`config.mk`:
```
export PLATFORM = sky130hd
export DESIGN_NAME = fsm_bist_ctrl
export DESIGN_NICKNAME = d
export VERILOG_FILES = /design/src/rtl/fsm_bist_pkg.sv /design/src/rtl/fsm_bist_misr.sv /design/src/rtl/fsm_bist_ctrl.sv
export SDC_FILE = /design/constraint.sdc
export NUM_CORES = 1
export LEC_CHECK = 0
export BUFFER_PORTS_ARGS = -buffer_cell sky130_fd_sc_hd__buf_4
export CAP_MARGIN = 15
export CORE_MARGIN = 2
export CORE_UTILIZATION = 40
export CTS_CLUSTER_SIZE = 25
export DETAILED_ROUTE_END_ITERATION = 8
export GPL_ROUTABILITY_DRIVEN = 0
export PLACE_DENSITY_LB_ADDON = 0.15
export SYNTH_ARGS = -nofsm -noshare
export SYNTH_HDL_FRONTEND = slang
export SYNTH_SLANG_ARGS = --single-unit
```
`constraint.sdc`:
```
create_clock -name clk -period 1.6 [get_ports clk]
set_input_delay 0.16 -clock clk [delete_from_list [all_inputs] [get_ports clk]]
set_output_delay 0.16 -clock clk [all_outputs]
set_load 0.005 [all_outputs]
```
`src/rtl/fsm_bist_pkg.sv`:
```
// Shared types, constants and next-state helpers for the FSM BIST controller.
package fsm_bist_pkg;

   typedef enum logic [2:0] {
      StIdle,
      StInit,
      StRun,
      StFlush,
      StDone
   } bist_state_e;

   localparam logic [7:0]  LFSR_TAPS = 8'hB8;
   localparam logic [15:0] MISR_POLY = 16'h1021;
   localparam int unsigned PAT_W     = 4;
   localparam int unsigned SIG_W     = 16;

   // One MISR step: shift, fold the feedback polynomial, absorb the FSM state.
   function automatic logic [SIG_W-1:0] misr_step(input logic [SIG_W-1:0] m,
                                                  input logic [PAT_W-1:0] d);
      logic [SIG_W-1:0] fb;
      fb = m[SIG_W-1] ? MISR_POLY : '0;
      return {m[SIG_W-2:0], 1'b0} ^ fb ^ {{(SIG_W - PAT_W){1'b0}}, d};
   endfunction

   // One Fibonacci LFSR step; taps 7,5,4,3 feed bit 0.
   function automatic logic [7:0] lfsr_step(input logic [7:0] l);
      return {l[6:0], ^(l & LFSR_TAPS)};
   endfunction

endpackage

```
`src/rtl/fsm_bist_misr.sv`:
```
// Multiple-input signature register compacting the controlled FSM's state.
module fsm_bist_misr
   import fsm_bist_pkg::*;
(
   input  logic             clk,
   input  logic             rst_n,
   input  logic             clr,
   input  logic             en,
   input  logic [PAT_W-1:0] d,
   output logic [SIG_W-1:0] sig
);

   logic [SIG_W-1:0] sig_q;

   // Signature register: clear wins over absorb.
   always_ff @(posedge clk) begin
      if (!rst_n) begin
         sig_q <= '0;
      end else if (clr) begin
         sig_q <= '0;
      end else if (en) begin
         sig_q <= misr_step(sig_q, d);
      end
   end

   assign sig = sig_q;

endmodule

```
`src/rtl/fsm_bist_ctrl.sv`:
```
// BIST controller for a 16-state FSM: LFSR stimulus, MISR compaction, pass/fail.
// Optional feature macro: FSM_BIST_CTRL_SIG_READ_EN exposes the final signature
// on bist_sig_o; when undefined the port is tied to zero.
module fsm_bist_ctrl
   import fsm_bist_pkg::*;
#(
   parameter int unsigned N_PAT      = 200,
   parameter logic [7:0]  LFSR_SEED  = 8'h01,
   parameter logic [15:0] GOLDEN_SIG = 16'h0000
) (
   input  logic             clk,
   input  logic             rst_n,
   input  logic             bist_start_i,
   input  logic             bist_abort_i,
   input  logic [PAT_W-1:0] func_sig_i,
   input  logic [PAT_W-1:0] fsm_state_i,
   output logic [PAT_W-1:0] fsm_sig_o,
   output logic             fsm_clr_o,
   output logic             bist_busy_o,
   output logic             bist_done_o,
   output logic             bist_pass_o,
   output logic [SIG_W-1:0] bist_sig_o
);

   // An all-zero seed would lock the LFSR.
   localparam logic [7:0]  Seed    = (LFSR_SEED == 8'h00) ? 8'h01 : LFSR_SEED;
   localparam logic [15:0] LastPat = 16'(N_PAT - 1);

   bist_state_e      state_q;
   logic [7:0]       lfsr_q;
   logic [15:0]      cnt_q;
   logic             clr_q;
   logic             busy_q;
   logic             done_q;
   logic             pass_q;
   logic [SIG_W-1:0] misr_sig;
   logic [SIG_W-1:0] misr_fin;

   // Value the MISR will hold after the FLUSH absorption.
   assign misr_fin = misr_step(misr_sig, fsm_state_i);

   fsm_bist_misr u_misr (
      .clk   (clk),
      .rst_n (rst_n),
      .clr   (state_q == StInit),
      .en    ((state_q == StRun) || (state_q == StFlush)),
      .d     (fsm_state_i),
      .sig   (misr_sig)
   );

   // Sequencer FSM with registered status outputs; abort overrides start.
   always_ff @(posedge clk) begin
      if (!rst_n) begin
         state_q <= StIdle;
         lfsr_q  <= Seed;
         cnt_q   <= '0;
         clr_q   <= 1'b0;
         busy_q  <= 1'b0;
         done_q  <= 1'b0;
         pass_q  <= 1'b0;
      end else begin
         clr_q  <= 1'b0;
         done_q <= 1'b0;
         if (bist_abort_i) begin
            if (state_q != StIdle) begin
               state_q <= StIdle;
               busy_q  <= 1'b0;
               pass_q  <= 1'b0;
               clr_q   <= 1'b1;
            end
         end else begin
            unique case (state_q)
               StIdle: begin
                  if (bist_start_i) begin
                     state_q <= StInit;
                     busy_q  <= 1'b1;
                     clr_q   <= 1'b1;
                     pass_q  <= 1'b0;
                  end
               end
               StInit: begin
                  state_q <= StRun;
                  lfsr_q  <= Seed;
                  cnt_q   <= '0;
               end
               StRun: begin
                  lfsr_q <= lfsr_step(lfsr_q);
                  cnt_q  <= cnt_q + 16'd1;
                  if (cnt_q == LastPat) begin
                     state_q <= StFlush;
                  end
               end
               StFlush: begin
                  state_q <= StDone;
                  busy_q  <= 1'b0;
                  done_q  <= 1'b1;
                  pass_q  <= (misr_fin == GOLDEN_SIG);
               end
               StDone: begin
                  state_q <= StIdle;
               end
               default: begin
                  state_q <= StIdle;
                  busy_q  <= 1'b0;
               end
            endcase
         end
      end
   end

   // Stimulus mux: functional path when not testing, LFSR nibble in RUN.
   always_comb begin
      fsm_sig_o = '0;
      unique case (state_q)
         StIdle, StDone: fsm_sig_o = func_sig_i;
         StRun:          fsm_sig_o = lfsr_q[PAT_W-1:0];
         default:        fsm_sig_o = '0;
      endcase
   end

   assign fsm_clr_o   = clr_q | ~rst_n;
   assign bist_busy_o = busy_q;
   assign bist_done_o = done_q;
   assign bist_pass_o = pass_q;

`ifdef FSM_BIST_CTRL_SIG_READ_EN
   logic [SIG_W-1:0] sig_q;

   // Capture the final signature alongside the pass flag.
   always_ff @(posedge clk) begin
      if (!rst_n) begin
         sig_q <= '0;
      end else if ((state_q == StFlush) && !bist_abort_i) begin
         sig_q <= misr_fin;
      end
   end

   assign bist_sig_o = sig_q;
`else
   assign bist_sig_o = '0;
`endif

endmodule

```
## After elaboration in Yosys (flattened, before gate mapping)

Cells that the tools add are included.

| cells by class | value |
|---|---|
| add/sub/neg operators | 1 |
| multipliers | 0 |
| div/mod/pow operators | 0 |
| order comparisons | 0 |
| equal/unequal tests | 9 |
| shift-type cells | 0 |
| mux-type cells | 21 |
| bitwise operators | 5 |
| reductions and logical operators | 15 |

Operators by type and width:

| cell | count |
|---|---|
| $pmux W16 S2 | 1 |
| $add A16 B1 Y16 const B | 1 |
| $eq A16 B8 Y1 const B | 1 |
| $logic_not A16 Y1 | 1 |
| $pmux W8 S2 | 1 |
| $xor A16 B16 Y16 | 1 |
| $xor A16 B4 Y16 | 1 |
| $mux W13 | 1 |
| $mux W3 | 4 |
| $pmux W3 S4 | 1 |
| $mux W1 | 10 |
| $reduce_and A3 Y1 | 3 |
| $pmux W4 S2 | 1 |
| $reduce_xor A8 Y1 | 1 |
| $eq A3 B2 Y1 const B | 2 |
| $reduce_bool A3 Y1 | 2 |
| $reduce_or A2 Y1 | 3 |
| $ne A2 B1 Y1 const B | 2 |
| $pmux W1 S2 | 2 |
| $eq A3 B1 Y1 const B | 1 |
| $eq A3 B3 Y1 const B | 1 |
| $logic_not A3 Y1 | 1 |
| $ne A3 B2 Y1 const B | 1 |
| $ne A3 B3 Y1 const B | 1 |
| other kinds (6) | 7 |

| storage, ports and cells | value |
|---|---|
| register bits after elaboration | 47 |
| bits in latches | 0 |
| memory bits (writable) | 0 |
| ROM bits | 0 |
| bits of input ports | 12 |
| output and inout port bits | 24 |
| logic and storage cells | 59 |
| memories kept | 0 |

## Logic depth before layout (Yosys ltp)

Gate-level depths: netlist of the first run.

| logic depth | value |
|---|---|
| depth in word-level cells | 6 |
| depth in mapped cells | 7 |

## By module

From an unflattened synthesis of the first run, not the netlist that was laid out.

| second synthesis, totals | value |
|---|---|
| cell total of the unflattened synthesis | 270 |
| area, all modules | 2403.6 um2 |

Modules (own cells, without submodules):

| module | instances | cells an instance | area each (um2) |
|---|---|---|---|
| fsm_bist_ctrl | 1 | 211 | 1747.9 |
| fsm_bist_misr | 1 | 59 | 655.6 |

## Worst setup path after synthesis of the first run

No wires, ideal clock.

| timing | value |
|---|---|
| kind | register to register |
| from | register state_q[2] |
| to | register cnt_q[0] |
| data arrival time | 1566 ps |
| path slack | -94 ps |
| cell stages (with the launch flop) | 7 |
| path through | dfxtp_1 > or4b_1 > clkbuf_1 > and2_1 > clkbuf_1 > a21oi_1 > nor2_1 |

| between the ends | value |
|---|---|
| longest elaborated chain between the ends | 3 |
| elaborated cells between the ends (all ways) | 5 |

RTL lines:

| element | line | source |
|---|---|---|
| from (decl) | fsm_bist_ctrl.sv:29 | `bist_state_e state_q;` |
| from (signal assigned) | fsm_bist_ctrl.sv:54 | `state_q <= StIdle;` |
| from (signal assigned) | fsm_bist_ctrl.sv:66 | `state_q <= StIdle;` |
| from (signal assigned) | fsm_bist_ctrl.sv:75 | `state_q <= StInit;` |
| $eq A3 B2 Y1 or $eq A3 B1 Y1 (tied branches) | fsm_bist_ctrl.sv:72 | `unique case (state_q)` |
| $reduce_bool A2 Y1 (no line) | - |  |
| $reduce_and A2 Y1 (no line) | - |  |
| to (signal assigned) | fsm_bist_ctrl.sv:88 | `cnt_q <= cnt_q + 16'd1;` |
| to (decl) | fsm_bist_ctrl.sv:31 | `logic [15:0] cnt_q;` |

Parallel ways exist; a longest one is shown, timed or not.
A chain may end at the register's enable or synchronous reset.

## Final worst setup path of the first run

| timing | value |
|---|---|
| from | register state_q[0] |
| to | register cnt_q[5] |

The elaborated chain is that of the path after synthesis.

==> results_dict.tcl, run 1 <==
set metrics [dict create \
    async_flop_share 0 \
    grt_overflow 0 \
    routed_wl_um 5290 \
    ys.flop_type "dfxtp_1" \
    num_rows 27 \
    worst_slack_ns -0.127 \
    critPathCaptureType "flip-flop" \
    cts_tree "built" \
    yosysUniqueCellTypes 46 \
    grt_max_degree 23 \
    path_class "reg -> reg" \
    ctsHoldBuffers 0 \
    grtUsageTotal 0.170 \
    power_leakage_nw 1.17 \
    required_ns 1.83 \
    htreeDepth 2 \
    io_pins 36 \
    ys_seq_area_frac 0.407 \
    start_kind "flip-flop" \
    final.min_clock_period_ns 1.73 \
    vias 2082 \
    final-setup-viol-count 14 \
    cap_violations 0 \
    syn_inst 280 \
    synth_area_sq_um 2310 \
    skew_ns 0.00898 \
    drcViolationCount 0 \
    clk_latency_ns 0.29 \
    yosysWarnings 0 \
    ant_nets 0 \
    fillerInstances 538 \
    hold-worst-slack_ns 0.154 \
    avgViaCountPerCell 5.24 \
    numClockSinks 47 \
    dp_hpwl_um 3630 \
    design.core.area_sq_um 5540 \
    synth_edf_count 0 \
    pwr_density_cell_nw_per_um2 767 \
    fin_crit_sh 1.08 \
    clk_path_buf_depth 2 \
    start_util 0.417 \
    tns_ns -0.869 \
    ir_worst_vdd_mv 0.694 \
    avgSynthCellArea_sq_um 8.25 \
    final_cell_mix "buf_4 (51), dfxtp_1 (45), nand2_1 (35)" \
    die-area_sq_um 6400 \
    area_growth_pct 29.0 \
    cts_made_buffers 5 \
    drt_iter0_drc 127 \
    diodes 0 \
    cts.clk_slew.worst_paths_ns 0.09 \
    rsz0062_at_grt "true" \
    arrival_ns 1.96 \
    min_path_type "in -> reg" \
    ys_seq_elements 47 \
    fin_nets 337 \
    max_freq_mhz 579 \
    violations "setup timing" \
    path_max_fanout 5 \
    drive_gt1_frac 0.283 \
    io_buffers 19 \
    hold_viol_final 0 \
    wl_per_cell_um 13.3 \
    dr.pass1.iters 4 \
    grt_pass1_wl_um 8640 \
    layout_commonest_cell "buf_4" \
    cts_root_buf "clkbuf_8" \
    die_y_um 80.0 \
    die_w_um 80.0 \
    slew_viol_final 0 \
    status "finished, violations left" \
    grt_pass1_vias 1899 \
    antenna_found_initial 0 \
]
metrics by stage:
| step | setup slack (ns) | utilization | cell area [sq um] | power [mW] | cells |
|---|---|---|---|---|---|
| after floorplan | -0.0455 | - | 2380 | 1.34 | 295 |
| after global placement | -0.0882 | 0.484 | 2680 | 1.39 | 384 |
| after detailed placement | -0.111 | 0.484 | 2680 | 1.39 | 384 |
| after CTS | -0.110 | 0.518 | 2870 | 2.31 | 394 |
| after global routing | -0.134 | 0.538 | 2980 | 2.39 | 397 |
| final | -0.127 | 0.538 | 2980 | 2.28 | 397 |
synth_stat cells, drive strengths merged (2+ instances only):
master | count | area share
inv | 4 | 0.0065
nor2 | 29 | 0.047
a31oi | 2 | 0.0054
nor4 | 6 | 0.019
o31ai | 4 | 0.013
o311ai | 2 | 0.0076
a311oi | 2 | 0.0076
nand2b | 8 | 0.022
xnor2 | 8 | 0.030
buf | 20 | 0.066
nor2b | 2 | 0.0054
nand3 | 11 | 0.024
clkbuf | 15 | 0.024
a21oi | 23 | 0.050
a41o | 2 | 0.0087
nand2 | 36 | 0.059
and3 | 2 | 0.0054
o21ai | 3 | 0.0065
xor2 | 2 | 0.0076
a211oi | 9 | 0.029
or4b | 2 | 0.010
nor3 | 3 | 0.0087
dfxtp | 47 | 0.41
nand3b | 5 | 0.016
a22oi | 8 | 0.026
nand4 | 4 | 0.011
mux2i | 2 | 0.0087
nor4b | 5 | 0.019
or4 | 2 | 0.0065
state kept, by name (all words and copies together) (netlist names):
signal,cells
cnt_q,16
u_misr.sig,16
lfsr_q,8
state_q,3
bist_busy_o,1
bist_done_o,1
bist_pass_o,1
clr_q,1
per-layer routing:
layer  global-route usage  part of all wire
met4               0.0458            0.0079
met2                0.283              0.50
met3               0.0339             0.043
met5                    0                 0
met1                0.223              0.45
path summary, 6_finish.rpt:
check / slack [ns] / cells past startpoint / endpoint / startpoint
max: -0.13 / 4 / cnt_q[5] / state_q[0]
min: 0.15 / 3 / clr_q / bist_start_i
max reg2reg: -0.13 / 4 / cnt_q[5] / state_q[0]
min reg2reg: 0.47 / 2 / u_misr.sig[7] / u_misr.sig[6]
logic make-up after synthesis:
group           count (synthesis)  share of synthesized area
compound gates                 62                      0.179
xor+xnor                       10                     0.0379
fa+ha+maj                       1                    0.00542
other cells                     1                    0.00162
mux                             2                    0.00867
simple gates                  118                      0.263
flops                          47                      0.407
buf+inv                        39                     0.0970
power by group:
group / internal (mW) / total, mW / switching, mW
Combinational: 0.0912 / 0.191 / 0.100
Sequential: 1.18 / 1.19 / 0.00676
Clock: 0.514 / 0.908 / 0.394
Total: 1.78 / 2.28 / 0.501
timing repair:
action,in CTS,in global routing
resized for setup,12,18
setup endpoints to repair,20,24
endpoints found under the hold margin,0,0
buffers inserted,2,3
pin swaps,3,7
layout make-up:
cell class              instances  area [sq um]  share of cell area
clock buffers                   6          82.6              0.0277
clock inverters                 2          38.8              0.0130
inverters                       4          15.0             0.00504
multi-input cells             209          1330               0.447
flip-flops and latches         47           943               0.317
well taps                      72          90.1              0.0302
repair buffers                 57           477               0.160
critical path, cell delays in order (launching register included):
cell     delay (ns)
dfxtp_2        0.33
or4b_4         0.57
buf_6          0.15
or4_1          0.47
a21oi_1        0.13
Power figures use the tool's default switching activity.
==> run 2: changes to the inputs <==
--- a/config.mk
+++ b/config.mk
@@ -12,7 +12,8 @@
 export CTS_CLUSTER_SIZE = 25
 export DETAILED_ROUTE_END_ITERATION = 8
 export GPL_ROUTABILITY_DRIVEN = 0
-export PLACE_DENSITY_LB_ADDON = 0.15
+export PLACE_DENSITY = 0.6
+export REMOVE_ABC_BUFFERS = 1
 export SYNTH_ARGS = -nofsm -noshare
 export SYNTH_HDL_FRONTEND = slang
 export SYNTH_SLANG_ARGS = --single-unit
==> constraint.sdc (replaced) <==
create_clock -name clk -period 1.6 [get_ports clk]
set_input_delay 0.16 -clock clk [delete_from_list [all_inputs] [get_ports clk]]
set_output_delay 0.16 -clock clk [all_outputs]
set_load 0.01 [all_outputs]
==> run 2 against run 1 <==
Against the previous run:
- the run still ends with setup timing left
- total power fell by 2.0%
- register-to-register slack improved by 0.09 ns
- first-iteration DRC count shrank 22%
- final area shrank 1.6%
- die area did not move
- worst hold slack better by 0.0041 ns
- critical path depth is 1 higher
- clock skew shrank 0.0051 ns
- largest power group unchanged
- via count is 1.6% lower
- critical endpoint is now cnt_q[15]
==> results_dict.tcl, run 2 (same netlist as run 1, synthesis figures left out) <==
set metrics [dict create \
    cp_slowest_cell "or4b_4" \
    critPathMaxStageDelay_ns 0.56 \
    rsz0062_at_grt "true" \
    dr.pass1.iters 4 \
    wl_per_cell_um 13.5 \
    arrival_ns 1.82 \
    cts_tree "built" \
    status "finished, violations left" \
    drt_iter0_drc 99 \
    hold-worst-slack_ns 0.159 \
    clk_path_buf_depth 2 \
    fin_nets 335 \
    final_cell_mix "buf_4 (51), dfxtp_1 (44), nand2_1 (35)" \
    start_util 0.417 \
    avgViaCountPerCell 5.20 \
    required_ns 1.79 \
    skew_ns 0.00391 \
    design.core.area_sq_um 5540 \
    cts_root_buf "clkbuf_8" \
    start_kind "flip-flop" \
    final_cells 394 \
    die_w_um 80.0 \
    path_class "reg -> reg" \
    cap_violations 0 \
    num_rows 27 \
    layout_commonest_cell "buf_4" \
    grtUsageTotal 0.172 \
    die_y_um 80.0 \
    drcViolationCount 0 \
    cts.clk_slew.worst_paths_ns 0.08 \
    grt_pass1_vias 1808 \
    worst_slack_ns -0.0346 \
    ant_nets 0 \
    slew_viol_final 0 \
    critPathCaptureType "flip-flop" \
    pwr_density_cell_nw_per_um2 764 \
    dp_hpwl_um 3430 \
    max_freq_mhz 612 \
    grt_pass1_wl_um 8590 \
    numClockSinks 47 \
    io_pins 36 \
    drive_gt1_frac 0.283 \
    io_buffers 19 \
    power_leakage_nw 1.13 \
    crit_family "simple AND/OR/NAND/NOR gates" \
    ff_latch_area_sq_um 945 \
    diodes 0 \
    ir_worst_vdd_mv 0.506 \
    min_path_type "in -> reg" \
    final.min_clock_period_ns 1.63 \
    fin_crit_sh 1.02 \
    htreeDepth 2 \
    path_max_fanout 6 \
    crit_buf_inv 1 \
    tns_ns -0.0765 \
    die-area_sq_um 6400 \
    grt_overflow 0 \
    fillerInstances 544 \
    hold_viol_final 0 \
    final-setup-viol-count 5 \
    final_util 0.529 \
    grt_max_degree 23 \
    clk_latency_ns 0.30 \
    multi_input_area_sq_um 1350 \
    crit_chain "or4b_4 -> buf_4 -> nor4_4 -> a31o_2 -> a21oi_1" \
    area_growth_pct 26.9 \
    antenna_found_initial 0 \
    dp_worst_setup_slack_ns -0.110 \
    routed_wl_um 5340 \
    vias 2049 \
    dp.cells 379 \
    violations "setup timing" \
    cts_made_buffers 5 \
]
-- run 2: stage by stage --
stage / cell area (sq um) / power [mW]
floorplan: 2160 / 1.30
global placement: 2620 / 1.40
detailed placement: 2620 / 1.40
CTS: 2770 / 2.26
global route: 2930 / 2.33
finish: 2930 / 2.24
-- run 2: repair_timing --
item	4_1_cts	5_1_grt
endpoints found under the setup margin	19	22
pin swaps	4	6
gates resized for setup	9	24
buffers inserted	0	7
gates cloned	0	1
hold buffers	0	0
-- run 2: worst paths after layout --
path | startpoint | endpoint | slack, ns | cells past startpoint
setup reg to reg | state_q[0] | cnt_q[15] | -0.03 | 5
setup / recovery | state_q[0] | cnt_q[15] | -0.03 | 5
hold / removal | bist_start_i | clr_q | 0.16 | 3
hold reg to reg | u_misr.sig[10] | u_misr.sig[11] | 0.47 | 2
-- run 2: power by group --
group          internal [mW]  total [mW]  switching [mW]
registers               1.18        1.19         0.00658
logic                 0.0874       0.201           0.114
clock network          0.458       0.852           0.394
total                   1.72        2.24           0.514
-- run 2: layout make-up --
cell class,instances,share of cell area
multi-input cells,209,0.460
flip-flops and latches,47,0.322
repair buffers,55,0.147
well taps,72,0.0307
clock buffers,6,0.0248
clock inverters,1,0.0102
inverters,4,0.00512
-- run 2: layer usage --
metal	wire, um	global-route usage	up-vias	share of wire
li1	-	-	1048	-
met1	2570	0.239	948	0.48
met3	248	0.0419	7	0.046
met5	0	0	-	0
met4	58	0.0661	0	0.011
met2	2470	0.255	46	0.46
-- run 2: worst min-delay path, stage by stage --
cell and delay [ns]:
buf_4 0.11, nand3_1 0.06, a21oi_1 0.07
